[src/rtl/tlc_pkg.sv]
// tlc_pkg: phase encoding plus per-direction light and status constants.
package tlc_pkg;
    typedef enum logic [1:0] {GREEN = 2'd0, YELLOW = 2'd1, ALLRED = 2'd2, PED = 2'd3} phase_t;
    localparam logic [2:0] LT_GREEN  = 3'b001;
    localparam logic [2:0] LT_YELLOW = 3'b010;
    localparam logic [2:0] LT_RED    = 3'b100;
    localparam logic [3:0] ST_GREEN  = 4'h1;
    localparam logic [3:0] ST_YELLOW = 4'h2;
    localparam logic [3:0] ST_RED    = 4'h4;
endpackage

[src/rtl/tlc_next_dir.sv]
// tlc_next_dir: rotating priority search for the next enabled direction after cur_dir.
module tlc_next_dir #(
    parameter int N_DIR = 4
) (
    input  logic [N_DIR-1:0] dir_en,
    input  logic [2:0]       cur_dir,
    output logic [2:0]       nxt_dir,
    output logic             valid
);
    logic [2*N_DIR-1:0] w_dbl;
    logic [N_DIR-1:0]   w_rot;
    logic [3:0]         w_off;
    logic [3:0]         w_sum;
    // bit i of w_rot is direction (cur_dir+1+i) mod N_DIR, so the lowest set bit wins
    assign w_dbl = {dir_en, dir_en} >> ({1'b0, cur_dir} + 4'd1);
    assign w_rot = w_dbl[N_DIR-1:0];
    always_comb begin
        w_off = '0;
        for (int i = N_DIR - 1; i >= 0; i--)
            if (w_rot[i]) w_off = 4'(i);
    end
    assign w_sum   = {1'b0, cur_dir} + 4'd1 + w_off;
    assign nxt_dir = 3'(w_sum >= 4'(N_DIR) ? w_sum - 4'(N_DIR) : w_sum);
    assign valid   = |dir_en;
endmodule

[src/rtl/tlc_multi_phase.sv]
// tlc_multi_phase: N-direction green/yellow/all-red rotation with demand mask and latched pedestrian phase.
module tlc_multi_phase
    import tlc_pkg::*;
#(
    parameter int N_DIR    = 4,
    parameter int GREEN_T  = 8,
    parameter int YELLOW_T = 2,
    parameter int ALLRED_T = 1,
    parameter int PED_T    = 6,
    parameter int TW       = 8
) (
    input  logic               clk,
    input  logic               rst,
    input  logic               en,
    input  logic               ped_req,
    input  logic [N_DIR-1:0]   dir_en,
    output logic [3*N_DIR-1:0] lights,
    output logic [4*N_DIR-1:0] status,
    output logic [2:0]         cur_dir,
    output logic [1:0]         phase,
    output logic               ped_walk,
    output logic               ped_pending
);
    localparam logic [TW-1:0] L_GREEN  = TW'(GREEN_T - 1);
    localparam logic [TW-1:0] L_YELLOW = TW'(YELLOW_T - 1);
    localparam logic [TW-1:0] L_ALLRED = TW'(ALLRED_T - 1);
    localparam logic [TW-1:0] L_PED    = TW'(PED_T - 1);
    localparam logic [2:0]    LAST_DIR = 3'(N_DIR - 1);

    phase_t        r_phase, w_phase_n;
    logic [2:0]    r_dir, w_dir_n, w_nxt;
    logic [TW-1:0] r_timer, w_timer_n;
    logic          r_ped, w_enter_ped, w_valid, w_bad;

    tlc_next_dir #(.N_DIR(N_DIR)) u_next (
        .dir_en  (dir_en),
        .cur_dir (r_dir),
        .nxt_dir (w_nxt),
        .valid   (w_valid)
    );

    assign w_bad = {1'b0, r_dir} >= 4'(N_DIR);

    always_comb begin
        w_phase_n   = r_phase;
        w_dir_n     = r_dir;
        w_timer_n   = r_timer;
        w_enter_ped = 1'b0;
        if (w_bad) begin
            w_phase_n = ALLRED;
            w_dir_n   = LAST_DIR;
            w_timer_n = L_ALLRED;
        end else if (en && r_timer != '0) begin
            w_timer_n = r_timer - TW'(1);
        end else if (en) begin
            case (r_phase)
                GREEN: begin
                    w_phase_n = YELLOW;
                    w_timer_n = L_YELLOW;
                end
                YELLOW: begin
                    w_phase_n = ALLRED;
                    w_timer_n = L_ALLRED;
                end
                ALLRED: begin
                    w_timer_n = r_ped ? L_PED : w_valid ? L_GREEN : L_ALLRED;
                    w_phase_n = r_ped ? PED : w_valid ? GREEN : ALLRED;
                    w_dir_n   = !r_ped && w_valid ? w_nxt : r_dir;
                    w_enter_ped = r_ped;
                end
                PED: begin
                    w_timer_n = w_valid ? L_GREEN : L_ALLRED;
                    w_phase_n = w_valid ? GREEN : ALLRED;
                    w_dir_n   = w_valid ? w_nxt : r_dir;
                end
                default: begin
                    w_phase_n = ALLRED;
                    w_dir_n   = LAST_DIR;
                    w_timer_n = L_ALLRED;
                end
            endcase
        end
    end

    // a request on the PED entry edge outranks the clear, so it is served next ALLRED
    always_ff @(posedge clk or posedge rst) begin
        if (rst) begin
            r_phase <= ALLRED;
            r_dir   <= LAST_DIR;
            r_timer <= L_ALLRED;
            r_ped   <= 1'b0;
        end else begin
            r_phase <= w_phase_n;
            r_dir   <= w_dir_n;
            r_timer <= w_timer_n;
            r_ped   <= ped_req | (r_ped & ~w_enter_ped);
        end
    end

    for (genvar d = 0; d < N_DIR; d++) begin : g_dir
        logic w_own;
        assign w_own = r_dir == 3'(d);
        assign lights[3*d +: 3] = w_own && r_phase == GREEN  ? LT_GREEN  :
                                  w_own && r_phase == YELLOW ? LT_YELLOW : LT_RED;
        assign status[4*d +: 4] = w_own && r_phase == GREEN  ? ST_GREEN  :
                                  w_own && r_phase == YELLOW ? ST_YELLOW : ST_RED;
    end

    assign cur_dir     = r_dir;
    assign phase       = r_phase;
    assign ped_walk    = r_phase == PED;
    assign ped_pending = r_ped;
endmodule
[config.mk]
export PLATFORM = sky130hd
export DESIGN_NAME = tlc_multi_phase
export DESIGN_NICKNAME = d
export VERILOG_FILES = /design/src/rtl/tlc_pkg.sv /design/src/rtl/tlc_next_dir.sv /design/src/rtl/tlc_multi_phase.sv
export SDC_FILE = /design/constraint.sdc
export NUM_CORES = 1
export LEC_CHECK = 0
export CAP_MARGIN = 20
export CORE_MARGIN = 2
export CORE_UTILIZATION = 45
export DETAILED_ROUTE_END_ITERATION = 8
export PLACE_DENSITY = 0.85
export REMOVE_ABC_BUFFERS = 1
export SETUP_SLACK_MARGIN = 0.15
export SLEW_MARGIN = 20
export SYNTH_ARGS = -nofsm -noshare
export SYNTH_HDL_FRONTEND = slang
export SYNTH_SLANG_ARGS = --single-unit
[constraint.sdc]
create_clock -name clk -period 3.35 [get_ports clk]
set_input_delay 0.67 -clock clk [delete_from_list [all_inputs] [get_ports clk]]
set_output_delay 0.67 -clock clk [all_outputs]
set_load 0.05 [all_outputs]
; ---- Word-level counts from Yosys, hierarchy flattened
; Cells that the tools add are included.
[totals]
input_bits = 8
reg_bits = 14
wordCells = 86
[op_classes]
bitwise_logic = 3
n_shift = 1
add_sub_neg = 4
n_lt_le_gt_ge = 2
muxes = 43
n_eq_ne = 9
reduce_logical = 20
[ops]
columns = op, count
row1 = $mux W3, 23
row2 = $mux W8, 4
row3 = $pmux W8 S4, 1
row4 = $mux W2, 9
row5 = $logic_and A1 B1 Y1, 10
row6 = $pmux W2 S4, 1
row7 = $reduce_bool A8 Y1, 1
row8 = $shr A8 B4 Y4, 1
row9 = $sub A8 B1 Y8 const B, 1
row10 = $eq A3 B2 Y1 const B, 2
row11 = $pmux W3 S2, 1
row12 = $reduce_bool A3 Y1, 2
row13 = $reduce_and A5 Y1, 1
row14 = $add A3 B1 Y4 const B, 1
row15 = $add A4 B2 Y4, 1
row16 = $eq A2 B2 Y1 const B, 2
row17 = $ge A4 B3 Y1 const B, 1
row18 = $mux W1, 4
row19 = $reduce_or A4 Y1, 1
row20 = $eq A3 B1 Y1 const B, 1
row21 = $ge A3 B3 Y1 const B, 1
row22 = $logic_not A3 Y1, 1
row23 = $ne A3 B1 Y1 const B, 1
row24 = $ne A3 B3 Y1 const B, 1
row25 = 10 further kinds, 10

; ---- Depth between registers and ports, before layout
; Gate-level depths: netlist (run 1).
[depth]
word_depth = 14
depth_mapped = 9
mapped_depth_nobuf = 8

; ---- Hierarchy
; A second synthesis (run 1) with hierarchy kept.
[unflattened]
hier_cells = 149
area_unflattened_um2 = 1318.8
[modules_own_cells]
columns = mod, seq_area_each_um2, instances, area_per_inst_um2, cells_each
row1 = tlc_multi_phase, 354.1, 1, 997.2, 115
row2 = tlc_next_dir, 0.0, 1, 321.6, 34

; ---- Least setup slack after synthesis (run 1)
; Ideal clock, no wire load.
[synth_path]
path_type = register to output
startpoint = reg r_dir[2] (netlist: cur_dir[2])
endpoint = out status[0]
path_slack_ns = -0.023
path_buffers = 2
t_arrival_ns = 2.703
required_time_ns = 2.680
path_stages_with_launch = 6
path_cell_list = dfrtp_1 > clkbuf_1 > nor2_1 > nand3_1 > nor2_1 > buf_4
[synth_via]
elab_chain_cells = 3
[synth_lines]
columns = item, line_no
row1 = from (decl), tlc_multi_phase.sv:31  ; logic [2:0] r_dir, w_dir_n, w_nxt;
row2 = from (signal assigned), tlc_multi_phase.sv:94  ; r_dir <= w_dir_n;
row3 = $logic_not A3 Y1, tlc_multi_phase.sv:102  ; assign w_own = r_dir == 3'(d);
row4 = $logic_and A1 B1 Y1, tlc_multi_phase.sv:105  ; assign status[4*d +: 4] = w_own && r_phase == GREEN ? ST_GREEN :
row5 = $mux W3, tlc_multi_phase.sv:105
row6 = to (decl), tlc_multi_phase.sv:18  ; output logic [4*N_DIR-1:0] status,
; No other way between the ends.

; ---- Final worst setup path (run 1)
[layout_path]
startpoint = in dir_en[3]
endpoint = reg r_dir[1] (netlist: cur_dir[1])
[layout_via]
elab_chain_cells = 13
elab_cells_between_ends = 20
classes_between = 2 x add/sub / 1 x order compare / 2 x eq/ne / 1 x shift / 11 x mux / 3 x reduce/logical
[layout_lines]
columns = item, line_no
row1 = from (decl), tlc_multi_phase.sv:16  ; input logic [N_DIR-1:0] dir_en,
row2 = $shr A8 B4 Y4, tlc_next_dir.sv:15  ; assign w_dbl = {dir_en, dir_en} >> ({1'b0, cur_dir} + 4'd1);
row3 = $mux W2 (4 in a row), tlc_next_dir.sv:20  ; if (w_rot[i]) w_off = 4'(i);
row4 = $add A4 B2 Y4, tlc_next_dir.sv:22  ; assign w_sum = {1'b0, cur_dir} + 4'd1 + w_off;
row5 = $ge A4 B3 Y1 or $sub A3 B3 Y3 (tied branches), tlc_next_dir.sv:23  ; assign nxt_dir = 3'(w_sum >= 4'(N_DIR) ? w_sum - 4'(N_DIR) : w_sum);
row6 = $mux W3, tlc_next_dir.sv:23
row7 = $mux W3 (on tied branches), "tlc_multi_phase.sv:74, tlc_multi_phase.sv:68"
row8 = $pmux W3 S2, tlc_multi_phase.sv:56  ; case (r_phase)
row9 = $mux W3, tlc_multi_phase.sv:55  ; end else if (en) begin
row10 = $mux W3, tlc_multi_phase.sv:53  ; end else if (en && r_timer != '0) begin
row11 = $mux W3, tlc_multi_phase.sv:49  ; if (w_bad) begin
; Several ways; a longest one is shown, not always the timed one. The select of a mux whose other input is x is not followed.
; A chain may end at the register's enable or synchronous reset.

==> results of run 1 <==
cell families (layout without fill, tap and decap cells):
kind of cell,after synthesis,in the layout,share of synthesized area [%]
simple gates,64,64,28.60
buf+inv,31,51,15.55
compound gates,29,29,16.28
flops,14,14,29.54
mux,5,5,4.176
fa+ha+maj,4,4,4.802
other cells,1,5,0.3129
xor+xnor,1,1,0.7308
worst max-delay path, cell delays in order:
cell and delay (ns):
clkdlybuf4s50_1 0.51, or2_2 0.34, a311oi_1 0.36, nor2b_1 0.08, o211a_1 0.22, ha_1 0.19
fa_1 0.48, nor2_1 0.04, a211o_1 0.26
state kept, by name, summed over array words and instances (netlist names):
register     cells
ped_pending      1
r_timer          8
cur_dir          3
phase            2
Yosys cell counts (all sizes together), types with 4 or more instances:
cell	instances
nor4	4
mux2i	5
inv	8
a21oi	9
nand3	10
nand2b	5
nand2	9
dfrtp	11
nor2	21
o21ai	5
buf	19
clkbuf	4
layout make-up:
class / instances / share of cell area, %
well taps: 30 / 2.471
repair buffers: 39 / 25.54
flip-flops and latches: 14 / 23.31
clock buffers: 4 / 2.389
multi-input cells: 108 / 44.32
inverters: 8 / 1.977
cell usage in the layout, fill, tap and decap left out, types with 5 or more instances in the layout:
master	Yosys	final
a21oi_1	8	8
clkdlybuf4s50_1	0	38
conb_1	1	5
dfrtp_1	11	11
inv_1	8	8
mux2i_1	5	5
nand2_1	9	9
nand2b_1	5	5
nand3_1	10	10
nor2_1	21	21
worst paths after layout:
path | startpoint | slack [ns] | cells after the start | end
setup reg to reg | cur_dir[0] | 0.81 | 8 | cur_dir[1]
hold reg to reg | r_timer[7] | 0.52 | 1 | r_timer[7]
hold / removal | r_timer[7] | 0.52 | 1 | r_timer[7]
max in group asynchronous | rst | 2.27 | 2 | cur_dir[1]
setup / recovery | dir_en[3] | 0.42 | 9 | cur_dir[1]
min in group asynchronous | rst | 0.71 | 2 | r_timer[4]
power groups by stage:
stage / sequential (mW) / combinational (mW) / clock, mW
finish: 0.330 / 0.612 / 0.126
floorplan: 0.365 / 0.409 / 0
global route: 0.344 / 0.681 / 0.137
global placement: 0.325 / 0.581 / 0
CTS: 0.328 / 0.612 / 0.129
detailed placement: 0.330 / 0.609 / 0
layer usage:
metal / global-route usage [%] / share of wire (%)
met1: 24.12 / 40
met2: 35.03 / 49
met3: 5.116 / 8.6
met4: 8.711 / 2.0
met5: 0 / 0
==> results.md, run 1 <==
- Critical path class: input pin to flip-flop
- Cells after Synth: 149
- Die width: 55.61 um
- Vias in the first global route: roughly 1100
- Pleak: around 0.65 nW
- Final hold slack: 0.5189 ns
- Clock Pin Slew Worst Setup and Hold Paths: 0.09 ns
- Final WL: 2916 um
- TritonCTS buffer count: 3
- Psw: 535.1 uW
- Final core utilization: approximately three fifths
- Clk network pwr share: roughly an eighth
- Run status: complete, no violations
- Combinational Power Share: 57.2%
- GP Congestion: 0.8757
- Dominant synthesized flop cell: dfrtp_1
- Worst Setup Slack, final: between 0.4 and 0.5 ns
- Hold Path Class: flip-flop to flip-flop
- Cts hold-fix bufs: 0
- Routed vias: approximately 1200
- Max Clk Rate: 0.3409 GHz
- Pwr Total: 1.069 mW
- CTS-repair resized insts: 0
- Dpl ws: around 0.14 ns
- Detailed Place HPWL: approximately 2300 um
- Setup Skew: 0.002335 ns
- Largest net degree at the start of global routing: 18
- Final min period: approximately 3 ns
- Placed insts: 199
- Dpl cell area: 1483 um2
- Synthesized cell area: 1199 um2
- FF+latch count, synth: 14
- Synth Warn #: 0
- Slew headroom: 63.48%
- Residual DRC count: 0
- Startpoint Class: input pin
- Pre-antenna DRT Iters: 4
- Worst Setup End Kind: flip-flop
- Worst Tran Pin Value: 0.5437 ns
- Synth-to-Final Area Change: 26.72%
- Fin nets: between 150 and 200
- Post-route setup TNS: 0 ns
- Maximum vdd ir drop: 561.5 uV
- Core area: 2500 um2
- Clk buf depth: 2
- Flop pwr share: between 30% and 40%
- Post-synth top area cell: dfrtp_1
- Fin cells: 203
- Switching Fraction: between 50% and 60%
- Area taken by multi-input logic gates: 673.1 um2
- Areal power density over the cells: 703.7 nW/um2
- Die H: roughly 56 um
- Final Max Slew Viols: 0
- Worst Path Arrival: between 3 and 4 ns
- Port Buffers: 38
- Sequential area share after synthesis: 29.54%
- Fillcell total: 234
- H-tree depth: 1
- Register area: 354.1 um2
- Cell variety after synth: 45
- Finished Cell Area: 1519 um2
- Ant. Diodes: 0
- GRT Util Overall: between 20% and 30%
- FP Rows: 18
- Vias per inst: approximately 5.7
- TritonCTS Sinks: 14
- Total die area: 3092 um2
- Internal Power: around 530 uW
- Data required, critical path: 3.57 ns
- Clock latency on the worst-skew pair: 0.29 ns
- Final setup viols: 0
- I/O pin count: 43
- RSZ-0062 raised after global routing: no
- Remaining Overflow, GRT: 0
- Ys async rst share: 100.0%
- CTS tree: yes
- Wire per inst: 14.36 um
- Maxcap violations: 0
- Fin. Hold Viols: 0
- DR iter-0 viols: 38
- Final ANT Viol Nets: 0
- Share of cells above drive strength 1: under 10%
- Root buf cell: clkbuf_4
- Avg Cell Area, Syn: between 8 and 9 um2
- First-pass GRT wire length: 5140 um
- Area share of the largest cell type after synthesis: 22.96%
- Starting Density: 47.95%
- Top area cells in the synthesized netlist: dfrtp_1, buf_4, dfstp_2, nor2_1, mux2i_1
- Post-CTS setup buffers: 0
- Top fanout value on the critical path: 7
- Initial antenna violation count: 0
- Post-synth EDFFs: 0
- Tcrit/Tclk final: between 80% and 90%
(Power assumes the default switching activity.)
==> inputs of run 2 (changes only) <==
Settings changed: REMOVE_ABC_BUFFERS 1 to not set.
==> run 2 against run 1 <==
  * Via count down 1.9%
  * Combinational power down 0.8%
  * Utilization up 0.30 points
  * Fmax up 3.8%
  * Global-route usage down 1.8 points
  * First-iteration DRC count down 11%
  * Largest cell class unchanged
  * Largest power group unchanged
==> results.md, run 2 (same netlist as run 1, synthesis figures left out) <==
- Run status: complete, no violations
- Wire per inst: ~13 um
- Tcrit/Tclk final: ~84%
- GP Congestion: 0.8209
- Clock Pin Slew Worst Setup and Hold Paths: around 0.090 ns
- TritonCTS buffer count: 3
- TritonCTS Sinks: 14
- Synth-to-Final Area Change: 27.35%
- Starting Density: 47.95%
- Share of cells above drive strength 1: 7.471%
- Fin nets: 187
- Combinational Power Share: 57.4%
- Startpoint Class: flip-flop
- Maximum vdd ir drop: 519.9 uV
- FP Rows: 18
- Data required, critical path: 2.68 ns
- Residual DRC count: 0
- Initial antenna violation count: 0
- Most flops, register: r_timer
- Slew headroom: a little under two thirds
- Worst Path Arrival: 2.16 ns
- Most frequent cells in the layout: clkdlybuf4s50_1, nor2_1, dfrtp_1
- Port Buffers: 38
- Largest net degree at the start of global routing: 18
- Max Clk Rate: between 0.3 and 0.4 GHz
- Die H: 55.61 um
- Final WL: about 2700 um
- Core area: 2500 um2
- Final min period: 2.827 ns
- Clk network pwr share: 11.5%
- Internal Power: around 530 uW
- Clk buf depth: 2
- Pre-antenna DRT Iters: 4
- Ant. Diodes: 0
- Top fanout value on the critical path: 12
- Worst Setup End Kind: output port
- Total die area: between 3000 and 4000 um2
- Area taken by multi-input logic gates: 673.1 um2
- CTS tree: yes
- GRT Util Overall: 18.62%
- Worst Tran Pin Value: 0.5415 ns
- Register area: about 350 um2
- Vias per inst: 5.613
- Fin. Hold Viols: 0
- DR iter-0 viols: 34
- Switching Fraction: 49.46%
- Setup Skew: 0.004886 ns
- Worst Setup Slack, final: ~0.52 ns
- Critical path class: flip-flop to output port
- Clock latency on the worst-skew pair: 0.28 ns
- Final ANT Viol Nets: 0
- Areal power density over the cells: ~690 nW/um2
- Cts hold-fix bufs: 0
- Die width: 55.61 um
- Routed vias: about 1100
- Maxcap violations: 0
- Root buf cell: clkbuf_4
- Remaining Overflow, GRT: 0
- Flop pwr share: 31.1%
- I/O pin count: 43
- H-tree depth: 1
- Post-CTS setup buffers: 0
- Vias in the first global route: 1076
- Commonest non-fill, non-tap cell in the layout: clkdlybuf4s50_1
- Final Max Slew Viols: 0
- Post-route setup TNS: 0 ns
- Pleak: ~0.66 nW
- Hold Path Class: flip-flop to flip-flop
- Largest register FFs: 8
- Fillcell total: 224
- Final core utilization: 61.06%
- Psw: 522.7 uW
- RSZ-0062 raised after global routing: no
- Dpl ws: 0.2624 ns
- Detailed Place HPWL: 2088 um
- First-pass GRT wire length: 4795 um
- CTS-repair resized insts: 0
- Final setup viols: 0
## run 2: per-layer routing
metal  track usage, %  wire (um)  up-vias
met5                0          0        -
met4            2.091         10        0
met3            5.814        198        4
met2            34.01       1405       46
met1            21.90       1105      545
li1                 -          -      550
## run 2: metrics by stage
| stage | cells | power (mW) | instance area, um2 | hold WS (ns) |
|---|---|---|---|---|
| floorplan | 153 | 0.8000 | 1214 | 0.4728 |
| global placement | 200 | 0.9057 | 1490 | 0.4993 |
| detailed placement | 200 | 0.9351 | 1490 | 0.5049 |
| CTS | 204 | 1.062 | 1526 | 0.5206 |
| global route | 204 | 1.152 | 1526 | 0.5519 |
| finish | 204 | 1.057 | 1526 | 0.5244 |
## run 2: worst paths after layout
check | startpoint | to | slack (ns) | cells after the start
worst min-delay path | r_timer[7] | r_timer[7] | 0.52 | 1
min in group asynchronous | rst | r_timer[1] | 0.72 | 2
worst min register to register | r_timer[7] | r_timer[7] | 0.52 | 1
worst max register to register | cur_dir[0] | cur_dir[1] | 0.82 | 8
max in group asynchronous | rst | phase[1] | 2.26 | 2
worst max-delay path | cur_dir[0] | status[13] | 0.52 | 3
## run 2: layout make-up
class	instances	area share, %
multi-input cells	108	44.10
repair buffers	40	25.90
flip-flops and latches	14	23.20
well taps	30	2.459
clock buffers	4	2.377
inverters	8	1.967
## run 2: critical path: stages (launching register included)
cell and delay (ns):
dfstp_2 0.67, nand3_1 0.20, nor2_1 0.17, clkdlybuf4s50_1 0.82
## run 2: power groups by stage
stage	sequential, mW	combinational (mW)	clock (mW)
after global routing	0.340	0.677	0.136
final	0.329	0.607	0.121
after floorplan	0.340	0.460	0
after CTS	0.326	0.611	0.124
after global placement	0.324	0.582	0
after detailed placement	0.329	0.606	0
==> inputs of run 3 (changes only) <==
Settings changed: CORE_UTILIZATION 45 to 40, PLACE_DENSITY 0.85 to 0.81.
Clock period 3.35 ns to 2.35 ns, I/O delays scaled along.
==> run 3 against run 2 <==
  * The run now ends with DRC left
  * Via count is 6.1% higher
  * Wire length increased by 36%
  * Sequential power increased by 46%
  * Die area up 12%
  * Utilization increased by 12 points
  * Flip-flop and latch count unchanged
  * Critical path depth rose by 5
  * Highest routed layer unchanged
==> results.md, run 3 (same netlist as run 1, synthesis figures left out) <==
- Startpoint Class: flip-flop
- Slew headroom: 59.72%
- FP Rows: 19
- Hold EP: r_timer[7]
- Global Route met3 Usage: roughly 2.4%
- Final WL: 3702 um
- Dpl cell area: ~1900 um2
- TritonCTS buffer count: 3
- Worst Path Arrival: 2.56 ns
- Remaining Overflow, GRT: 0
- DR iter-0 viols: 59
- Met1 global-route usage: between 20% and 30%
- Residual DRC count: 6
- Top fanout value on the critical path: 7
- Maxcap violations: 0
- Maximum vdd ir drop: approximately 660 uV
- Max Clk Rate: approximately 0.43 GHz
- Die H: between 50 and 60 um
- Largest net degree at the start of global routing: 17
- Fin nets: approximately 210
- Worst Setup Slack, final: 0.01330 ns
- H-tree depth: 1
- Run status: complete, but fails checks
- GP Congestion: 0.8707
- Tcrit/Tclk final: around 100%
- Top Usage Layer GRT: met2
- Data required, critical path: 2.57 ns
- R2R Setup Slk: ~0.013 ns
- Pre-antenna DRT Iters: 6
- Setup Skew: slightly below 0.003 ns
- GR Util met2: 40.32%
- Share of cells above drive strength 1: 41.45%
- Root buf cell: clkbuf_4
- Dpl ws: -0.5300 ns
- Initial antenna violation count: 0
- RSZ-0062 raised after global routing: yes
- CTS tree: yes
- Cts hold-fix bufs: 0
- R2R Path End: cur_dir[1]
- Sum of buffers and inverters on the critical path: 0
- Worst Tran Pin Value: 0.5958 ns
- Clock Pin Slew Worst Setup and Hold Paths: 0.08 ns
- Cell type group with the largest total delay on the critical path: compound AO/OA/AOI/OAI gates
- Final min period: 2.337 ns
- Starting Density: 42.73%
- Areal power density over the cells: roughly 800 nW/um2
- Finished Cell Area: about 2000 um2
- Largest register FFs: 8
- Crit-path cells: mux2i_2, a311oi_2, nor2b_1, o211a_1, ha_2, fa_1, nor2_1, a211o_1
- Ant. Diodes: 0
- First-pass GRT wire length: 5885 um
- Vias in the first global route: ~1200
- Hold path start: r_timer[7]
- FF-to-FF Start: cur_dir[0]
- Detailed Place HPWL: 2699 um
- Core area: 2805 um2
- I/O pin count: 43
- Clk buf depth: 2
- Final ANT Viol Nets: 0
- Wire per inst: 16.53 um
- Final core utilization: 72.61%
- Die width: between 50 and 60 um
- Routed vias: 1215
- Port Buffers: 38
- Hold Path Stages: 1
- Pleak: ~0.87 nW
- Fin. Hold Viols: 0
- R2R cell count: 8
- TritonCTS Sinks: 14
- Hold Path Class: flip-flop to flip-flop
- Worst Setup End Kind: flip-flop
- Crit path largest cell delay: about 0.66 ns
- Critical path class: flip-flop to flip-flop
- Final setup viols: 0
- Total die area: 3450 um2
- Crit-path slowest cell: dfstp_2
- GRT Util Overall: roughly 22%
- Clock latency on the worst-skew pair: 0.29 ns
- Vias per inst: roughly 5.4
- Final Max Slew Viols: 0
- Commonest non-fill, non-tap cell in the layout: buf_4
- Synth-to-Final Area Change: 69.94%
- Most frequent cells in the layout: buf_4, buf_12, nor2_1
- Most flops, register: r_timer
- Violated checks: DRC
-- run 3: changes by cell type in the layout (fill, tap and decap cells not counted), moves of 3 or more --
cell / delta
nand3_1: -4
nor2_1: -9
clkdlybuf4s50_1: -34
nand3_4: +4
mux2i_1: -3
buf_12: +22
dlygate4sd2_1: +6
nor2_4: +9
buf_4: +22
-- run 3: area by class of cell --
type | count | area (um2)
clock buffer | 4 | 26.28
fill | 215 | 768.2
inverter | 8 | 30.03
multi-input combinational | 108 | 835.8
sequential | 14 | 356.6
tap | 31 | 38.79
timing repair buffer | 59 | 749.5
-- run 3: how the worst max path moves through the flow --
stage | startpoint | to | slack (ns) | cells past startpoint
6_report | cur_dir[0] | cur_dir[1] | 0.01 | 8
5_1_grt | cur_dir[0] | cur_dir[1] | -0.08 | 8
4_1_cts | cur_dir[0] | cur_dir[1] | -0.05 | 8
3_5_place_dp | dir_en[3] | cur_dir[1] | -0.53 | 9
3_3_place_gp | dir_en[3] | cur_dir[1] | -0.46 | 9
2_1_floorplan | cur_dir[1] | cur_dir[1] | -0.22 | 9
-- run 3: power by group --
group | internal (mW) | leakage, nW | switching [mW]
Sequential | 0.328 | 0.170 | 0.153
Clock | 0.0661 | 0.0150 | 0.0782
Combinational | 0.391 | 0.687 | 0.606
-- run 3: per-stage QoR --
stage / power [mW] / hold slack, ns / cells / setup TNS, ns
after floorplan: 1.220 / 0.3569 / 153 / -0.2227
after detailed placement: 1.446 / 0.4972 / 213 / -0.5786
after global routing: 1.754 / 0.5472 / 224 / -0.07651
after global placement: 1.389 / 0.4876 / 213 / -0.4640
after CTS: 1.605 / 0.5095 / 222 / -0.04642
final: 1.622 / 0.5103 / 224 / 0
-- run 3: timing repair --
item | CTS | global route
resized for setup | 9 | 9
endpoints found under the setup margin | 12 | 18
pin swaps | 8 | 8
buffers inserted | 5 | 2
-- run 3: per-layer routing --
metal / up-vias / share of wire, %
met5: - / 0
met4: 0 / 1.9
met3: 7 / 5.1
met2: 35 / 54
met1: 585 / 39
li1: 588 / -
==> patch (config.mk and constraints of run 2) <==
`N_DIR` is set to 4 in 2 places; all go to 3.
--- a/src/rtl/tlc_next_dir.sv
+++ b/src/rtl/tlc_next_dir.sv
@@ -1,6 +1,6 @@
 // tlc_next_dir: rotating priority search for the next enabled direction after cur_dir.
 module tlc_next_dir #(
-    parameter int N_DIR = 4
+    parameter int N_DIR = 3
 ) (
     input  logic [N_DIR-1:0] dir_en,
     input  logic [2:0]       cur_dir,
--- a/src/rtl/tlc_multi_phase.sv
+++ b/src/rtl/tlc_multi_phase.sv
@@ -2,7 +2,7 @@
 module tlc_multi_phase
     import tlc_pkg::*;
 #(
-    parameter int N_DIR    = 4,
+    parameter int N_DIR    = 3,
     parameter int GREEN_T  = 8,
     parameter int YELLOW_T = 2,
     parameter int ALLRED_T = 1,
Interface: changed (resized dir_en, lights and status); port bits go from 43 to 35. No check against the original RTL was run, so the function may have changed too.
==> patch against run 2 <==
Die area fell by 4.8%; maximum frequency is 9.2% lower; sequential cell count stayed put; setup slack worse by 290 ps; wire length is 6.0% higher; register-to-register slack worse by 300 ps; cell area shrank 7.0%; synthesized area down 5.2%; non-clock buffer count decreased by 9; total power up 24%; count of clock-buffer cells in the layout is the same; sequential power rose by 7.0%; largest power group unchanged.
==> patch: results (changes against run 2) <==
Clock tree
  – Clock buffer depth: 2 (unchanged)
  – Post-CTS sizing: 0 (unchanged)
  – Reg clk slew, reported paths: around 100 ps
  – Clock Latency Late Sink: 290 ps
  – Post-CTS Setup Inserts: 0 (unchanged)
  – H-tree depth: 1 (unchanged)
  – CTS Root Cell: clkbuf_4

Drt
  – DRT iter0 DRCs: 29 (-15%)
  – DR vias: 1063 (-7.2%)
  – TritonRoute pass-1 iters: 4 (unchanged)
  – Total wire length: 2880 um (+6.0%)
  – Met2 wire len: 1440 um (+2.8%)
  – Routed WL per cell: 15.2 um (+14%)
  – Highest metal used: met4
  – Met3 Wirelength: 87 um (-56%)
  – WL met1: 1260 um (+14%)

Place
  – Placed Cells: 186 (-7.0%)
  – GP Congestion: 0.806 (-1.8%)
  – DP HPWL: 2150 um (+2.7%)
  – Port buffer count: 31 (-18%)

Yosys
  – Count of cell types in the netlist: 42 (-6.7%)
  – Compound-Gate Fraction of Synth Area: 17.4% (+1.1 points)
  – Top cells by area, synth: dfrtp_1, buf_4, nor2_1
  – Post-synthesis mux area share: 3.08% (-1.1 points)
  – XOR/XNOR Fraction of Synth Area: 1.54% (+0.81 points)
  – Synth top cells by count: nor2_1, buf_4, dfrtp_1
  – Sequential fraction of the synthesis area: 31.1% (+1.5 points)
  – Asr flop ratio synth: 100% (unchanged)
  – Synth Area in Adders: 6.17% (+1.4 points)
  – Syn Inst Count: 141 (-5.4%)
  – Synth Warn #: 0 (unchanged)

Final layout
  – N_diodes: 0 (unchanged)
  – Proportion of layout cells with a drive suffix above 1: 9.38% (+1.9 points)
  – Reg with most FFs: r_timer
  – Layout net count: 173 (-7.5%)
  – Fillers: 217 (-3.1%)

Worst setup path
  – Worst path max stage delay: 830 ps
  – Reg2Reg Depth: 11 (+3)
  – Worst Path Arrival: 2450 ps (+290 ps)
  – Crit path max-delay family: buffers and inverters
  – Slowest cell on crit path: clkdlybuf4s50_1
  – Crit Path Max Fanout: 9 (-3)

Power
  – Pleak: 0.586 nW (-11%)
  – Peak supply drop: 0.480 mV (-7.6%)

Run status
  – Outcome: completed

Timing
  – Clk_skew: 9.67 ps (+4.79 ps)
  – Worst-Margin Slew: 534 ps (-7.44 ps)

GRT
  – First-pass GRT wire length: 4540 um (-5.3%)
  – Total GRT Usage: 21.6% (+2.9 points)
  – Initial antenna violation count: 0 (unchanged)
  – Largest net degree at the start of global routing: 15 (-3)
  – Vias in the first global route: 997 (-7.3%)

Worst hold path
  – Worst hold stages: 1 (unchanged)
## patch: kinds of logic after synthesis
kind of cell | count (synthesis)
xor gates and xnor gates | 2
other | 1
and+or+nand+nor | 60
AOI/OAI and AO/OA | 30
adders and majority gates | 5
muxes | 3
DFF | 14
buffers and inverters | 26
## patch: layer usage
| metal | vias to the layer above | track usage, % |
|---|---|---|
| met5 | - | 0 |
| met3 | 6 | 2.73 |
| met1 | 516 | 27.7 |
| met4 | 0 | 13.8 |
| met2 | 25 | 33.9 |
| li1 | 516 | - |
## patch: path summary, 6_finish.rpt
| path | from | endpoint | slack, ps |
|---|---|---|---|
| worst max register to register | cur_dir[1] | cur_dir[0] | 520 |
| worst min register to register | r_timer[7] | r_timer[7] | 510 |
| worst min-delay path | r_timer[7] | r_timer[7] | 510 |
| max in group asynchronous | rst | phase[1] | 2280 |
| min in group asynchronous | rst | cur_dir[2] | 700 |
| worst max-delay path | cur_dir[1] | status[8] | 230 |
## patch: metrics by stage
step	area, um2	total power [W]	worst slack [ps]	hold WS [ps]
global route	1420	0.00141	168	544
detailed placement	1380	0.00117	22.5	495
floorplan	1140	0.000969	156	456
CTS	1410	0.00130	300	509
finish	1420	0.00131	235	509
global placement	1380	0.00111	208	479
## patch: final cells by class
class                      count  share of cell area (%)
clock buffer                   4                    2.56
inverter                       8                    2.12
timing repair buffer          31                    21.9
tap                           30                    2.65
sequential                    14                    24.9
multi-input combinational    103                    45.9
## patch: report_power, final
group	switching, W	internal [W]	total [W]
combinational	0.000495	0.000334	0.000830
sequential	0.000114	0.000238	0.000352
clock	0.0000613	0.0000662	0.000128
total	0.000670	0.000639	0.00131
